<file path="config.mk">
export PLATFORM = sky130hd
export DESIGN_NAME = hazard_ctrl_unit
export DESIGN_NICKNAME = d
export VERILOG_FILES = /design/src/rtl/hazard_ctrl_unit.sv
export SDC_FILE = /design/constraint.sdc
export NUM_CORES = 1
export LEC_CHECK = 0
export CORE_MARGIN = 2
export CORE_UTILIZATION = 55
export DETAILED_ROUTE_END_ITERATION = 10
export DONT_BUFFER_PORTS = 1
export PLACE_DENSITY = 0.67
export SYNTH_ARGS = -nofsm -noshare
export SYNTH_HDL_FRONTEND = slang
export SYNTH_SLANG_ARGS = --single-unit
</file>
<file path="constraint.sdc">
create_clock -name clk -period 6.55 [get_ports clk]
set_clock_uncertainty 0.2 [all_clocks]
set_input_delay 0.9825 -clock clk [delete_from_list [all_inputs] [get_ports clk]]
set_output_delay 0.9825 -clock clk [all_outputs]
set_load 0.01 [all_outputs]
</file>
<file path="src/rtl/hazard_ctrl_unit.sv">
// rtl/hazard_ctrl_unit.sv - pipeline stall/flush control, syscall-halt FSM and perf counters
module hazard_ctrl_unit #(
    parameter int CNT_W = 32
) (
    input  logic             clk,
    input  logic             rst,
    input  logic [4:0]       id_rs_no,
    input  logic [4:0]       id_rt_no,
    input  logic             id_uses_rs,
    input  logic             id_uses_rt,
    input  logic             ex_effective,
    input  logic             ex_memread,
    input  logic [4:0]       ex_rd_no,
    input  logic             ex_branch_taken,
    input  logic             dmem_busy,
    input  logic             wb_effective,
    input  logic             wb_halt,
    input  logic             resume,
    output logic             pc_stall,
    output logic             ifid_stall,
    output logic             idex_stall,
    output logic             exmem_stall,
    output logic             memwb_stall,
    output logic             ifid_flush,
    output logic             idex_flush,
    output logic             exmem_flush,
    output logic             memwb_flush,
    output logic             halted,
    output logic [CNT_W-1:0] cyc_count,
    output logic [CNT_W-1:0] stall_count,
    output logic [CNT_W-1:0] flush_count
);

    localparam logic [0:0] ST_RUN  = 1'b0;
    localparam logic [0:0] ST_HALT = 1'b1;
    localparam logic [CNT_W-1:0] CNT_MAX = {CNT_W{1'b1}};

    logic [0:0] state;
    logic [0:0] state_nxt;
    logic       hit_h;
    logic       hit_m;
    logic       hit_b;
    logic       hit_l;
    logic       apply_b;
    logic       apply_l;

    assign hit_h = (state == ST_RUN) && wb_effective && wb_halt;
    assign hit_m = dmem_busy;
    assign hit_b = ex_effective && ex_branch_taken;
    // $zero is never really written, so a load targeting it cannot cause a hazard
    assign hit_l = ex_effective && ex_memread && (ex_rd_no != 5'd0) &&
                   ((id_uses_rs && (id_rs_no == ex_rd_no)) ||
                    (id_uses_rt && (id_rt_no == ex_rd_no)));

    always_comb begin
        pc_stall    = 1'b0;
        ifid_stall  = 1'b0;
        idex_stall  = 1'b0;
        exmem_stall = 1'b0;
        memwb_stall = 1'b0;
        ifid_flush  = 1'b0;
        idex_flush  = 1'b0;
        exmem_flush = 1'b0;
        memwb_flush = 1'b0;
        apply_b     = 1'b0;
        apply_l     = 1'b0;
        state_nxt   = state;
        if (rst) begin
            ifid_flush  = 1'b1;
            idex_flush  = 1'b1;
            exmem_flush = 1'b1;
            memwb_flush = 1'b1;
            state_nxt   = ST_RUN;
        end else if (state == ST_HALT || hit_h) begin
            pc_stall    = 1'b1;
            ifid_stall  = 1'b1;
            idex_stall  = 1'b1;
            exmem_stall = 1'b1;
            memwb_stall = 1'b1;
            if (state == ST_RUN) begin
                state_nxt = ST_HALT;
            end else if (resume) begin
                // drop the syscall from MEM/WB so it does not halt us again
                memwb_flush = 1'b1;
                state_nxt   = ST_RUN;
            end
        end else if (hit_m) begin
            pc_stall    = 1'b1;
            ifid_stall  = 1'b1;
            idex_stall  = 1'b1;
            exmem_stall = 1'b1;
            memwb_flush = 1'b1;
        end else if (hit_b) begin
            ifid_flush = 1'b1;
            idex_flush = 1'b1;
            apply_b    = 1'b1;
        end else if (hit_l) begin
            pc_stall   = 1'b1;
            ifid_stall = 1'b1;
            idex_flush = 1'b1;
            apply_l    = 1'b1;
        end
    end

    always_ff @(posedge clk) begin
        if (rst) begin
            state       <= ST_RUN;
            halted      <= 1'b0;
            cyc_count   <= '0;
            stall_count <= '0;
            flush_count <= '0;
        end else begin
            state  <= state_nxt;
            halted <= (state_nxt == ST_HALT);
            if (state == ST_RUN && cyc_count != CNT_MAX)
                cyc_count <= cyc_count + CNT_W'(1);
            if (apply_l && stall_count != CNT_MAX)
                stall_count <= stall_count + CNT_W'(1);
            if (apply_b && flush_count != CNT_MAX)
                flush_count <= flush_count + CNT_W'(1);
        end
    end

endmodule

</file>
==> out/results.ini <==
[cts]
clk_path_buf_depth=2
cts.sinks=97
cts_tree=yes
cts-resized-gates=0
cts_hold_buf=0
cts_setup_buffers=0
clk_pin_slew_ps=100
cts-root-buf=clkbuf_8
htree_levels=3
cts_buffers=9
clkLatencyLatePin_ps=360

[yosys]
synth_top_family_by_area=simple AND/OR/NAND/NOR gates
synth_common_cells=97 x dfxtp_1, 78 x nor2_1, 48 x nand2_1
synth-seq-cells=97
async_flop_share_pct=0
postSynthAreaPerCell_um2=8.35
synth_xor_area_share_pct=11.0
synthSimpleGateAreaFrac_pct=33.1
synth_area_mm2=0.00495
synth_compound_area_share_pct=10.6
synthMuxAreaShare_pct=1.74
synth-main-ff-cell=dfxtp_1
synth_area_leader_cell=dfxtp_1
synth_warnings=0
ys_types=59
syn_inst=593
synth_edf_count=0
syn-num-nets=622
synth_adder_area_share_pct=0.758
synth_area_leaders=dfxtp_1 39%, xor2_1 8.1%, nor2_1 5.9%
synth.most_common_cell=dfxtp_1
yosysTopAreaCellShare_pct=39.2
ys_seq_area_share_pct=39.2

[setup_path]
cp_max_fo=3
cp.required_ps=5370
crit_path_start_kind=input pin
endpoint_kind=primary output
crit_type=in -> out
worstPathArrival_ps=2530

[power]
design_power_total_mw=1.01
leakagePower_nw=1.63
p_seq_share_pct=59.2
swShare_pct=22.6
power_frac_clock_pct=38.2
combPwrFrac_pct=2.6
ir_drop_mv=0.0971
p_per_area_mw_per_mm2=196
p_switching_mw=0.229
p_int_mw=0.783

[timing]
hold_viol=0
max_freq_ghz=0.270
timing.setup.tns_ps=0
setup_slack_ps=2840
hold_ws_ps=358
maxSlewHeadroom_pct=49.5
setup_violations=0
rsz0062_at_grt=no
tightest_slew_ps=751
finalCriticalPeriod_ps=3710
finalMaxSlewViolations=0
period_share_pct=56.6

[drt]
dr.pass1.iters=4
first_iter_violations=98
wl_um=11400
ant_nets=0
routed-via-count=4287
vias_per_cell=6.20
wl_per_cell_um=16.5
route.detailed.drc=0

[place]
port_buffers=0
dp_cells=675
placed_area_mm2=0.00497
hpwlAfterDp_um=7980
place_congestion=0.875
post-place-ws_ps=2840

[layout]
fin_nets=607
instances_no_fill=691
fin_util_pct=59.1
multiInputGateArea_mm2=0.00283
final_area_mm2=0.00516
seq_area_mm2=0.00194
fillers=818
drive_gt1_share_pct=6.17
n_antenna_cell=0
areaGrowthSynthToFinish_pct=4.20

[worst_hold_path]
holdCritPathClass=reg -> reg

[global_routing]
grt_pass1_wl_um=18900
grt_max_degree=105
grt_use_total_pct=23.2
gr-total-overflow=0
first_global_vias=4109
antenna_found_initial=0

[status]
status=complete, no violations

[floorplanning]
initial_core_util_pct=56.8
die_w_um=98.9
io_pins=132
dieArea_mm2=0.00977
coreArea_mm2=0.00872
placementRows=34
die_h_um=98.9

[run]
drv_cap=0

[critical path: stages]
cell and delay (ps):
xnor2_1 160, nand4_1 110, o22ai_1 260, nand2b_1 160
or3b_2 460, a21oi_1 400
[worst paths after layout]
kind                                     start              to  slack [ps]  cells after the start
worst max register to register  flush_count[0]  flush_count[2]        3650                      7
worst min register to register  stall_count[4]  stall_count[4]         360                      2
worst max-delay path               ex_rd_no[1]        pc_stall        2840                      6
worst min-delay path            stall_count[4]  stall_count[4]         360                      2
[placed cells by master (no fill, tap or decap), types with 2 or more instances in the layout]
cell        Yosys  routed
nand3_1        37      37
nor2b_1         8       8
nand2b_1        3       3
xnor2_1        16      16
mux2i_1         3       3
clkbuf_1       16       3
mux2_2          5       5
o41ai_1         2       2
ha_1            3       3
and2_1          4       4
dfxtp_1        97      97
a21oi_1        34      34
and3_1         12      12
clkinvlp_4      0       2
o31ai_1        15      15
nor4_2          3       3
or3_1          16      16
xor2_1         46      46
nand4_1        34      34
inv_1          14      14
nor3_1          8       8
nand2_1        48      48
clkbuf_8        0       9
nor2_1         78      78
nand4b_1        2       2
nor4_1          7       7
or4_1          19      19
and4_1          4       4
nand4_2         2       2
o21ai_0        19      19
[registers in the layout, indices dropped and copies added (netlist names)]
register and flops:
stall_count 32, flush_count 32, cyc_count 32, state 1
[cell families (layout without fill, tap and decap cells)]
group                    after synthesis  after routing
AO/OA/AOI/OAI                         83             83
buffers and inverters                 41             31
AND/OR/NAND/NOR                      299            299
flip-flops                            97             97
XOR/XNOR                              62             62
multiplexers                           8              8
adder cells (fa/ha/maj)                3              3
[power by group through the flow]
| stage | registers, mW | logic (mW) | clock network, mW |
|---|---|---|---|
| 3_3_place_gp | 0.612 | 0.0261 | 0 |
| 2_1_floorplan | 0.611 | 0.0324 | 0 |
| 4_1_cts | 0.599 | 0.0271 | 0.394 |
| 5_1_grt | 0.599 | 0.0302 | 0.417 |
| 3_5_place_dp | 0.612 | 0.0269 | 0 |
| 6_report | 0.599 | 0.0267 | 0.386 |
[final cells by class]
type	instances	area share, %
multi-input combinational	455	54.9
sequential	97	37.7
clock buffer	12	2.62
tap	108	2.62
clock inverter	4	1.04
inverter	14	1.02
timing repair buffer	1	0.146
[routing by layer]
metal,routed length [um],vias to the layer above,global-route usage (%)
met1,4940,2034,27.3
li1,-,2099,-
met3,896,10,6.81
met4,131,0,9.38
met5,0,-,0
met2,5440,144,39.5
(Power assumes the default switching activity.)
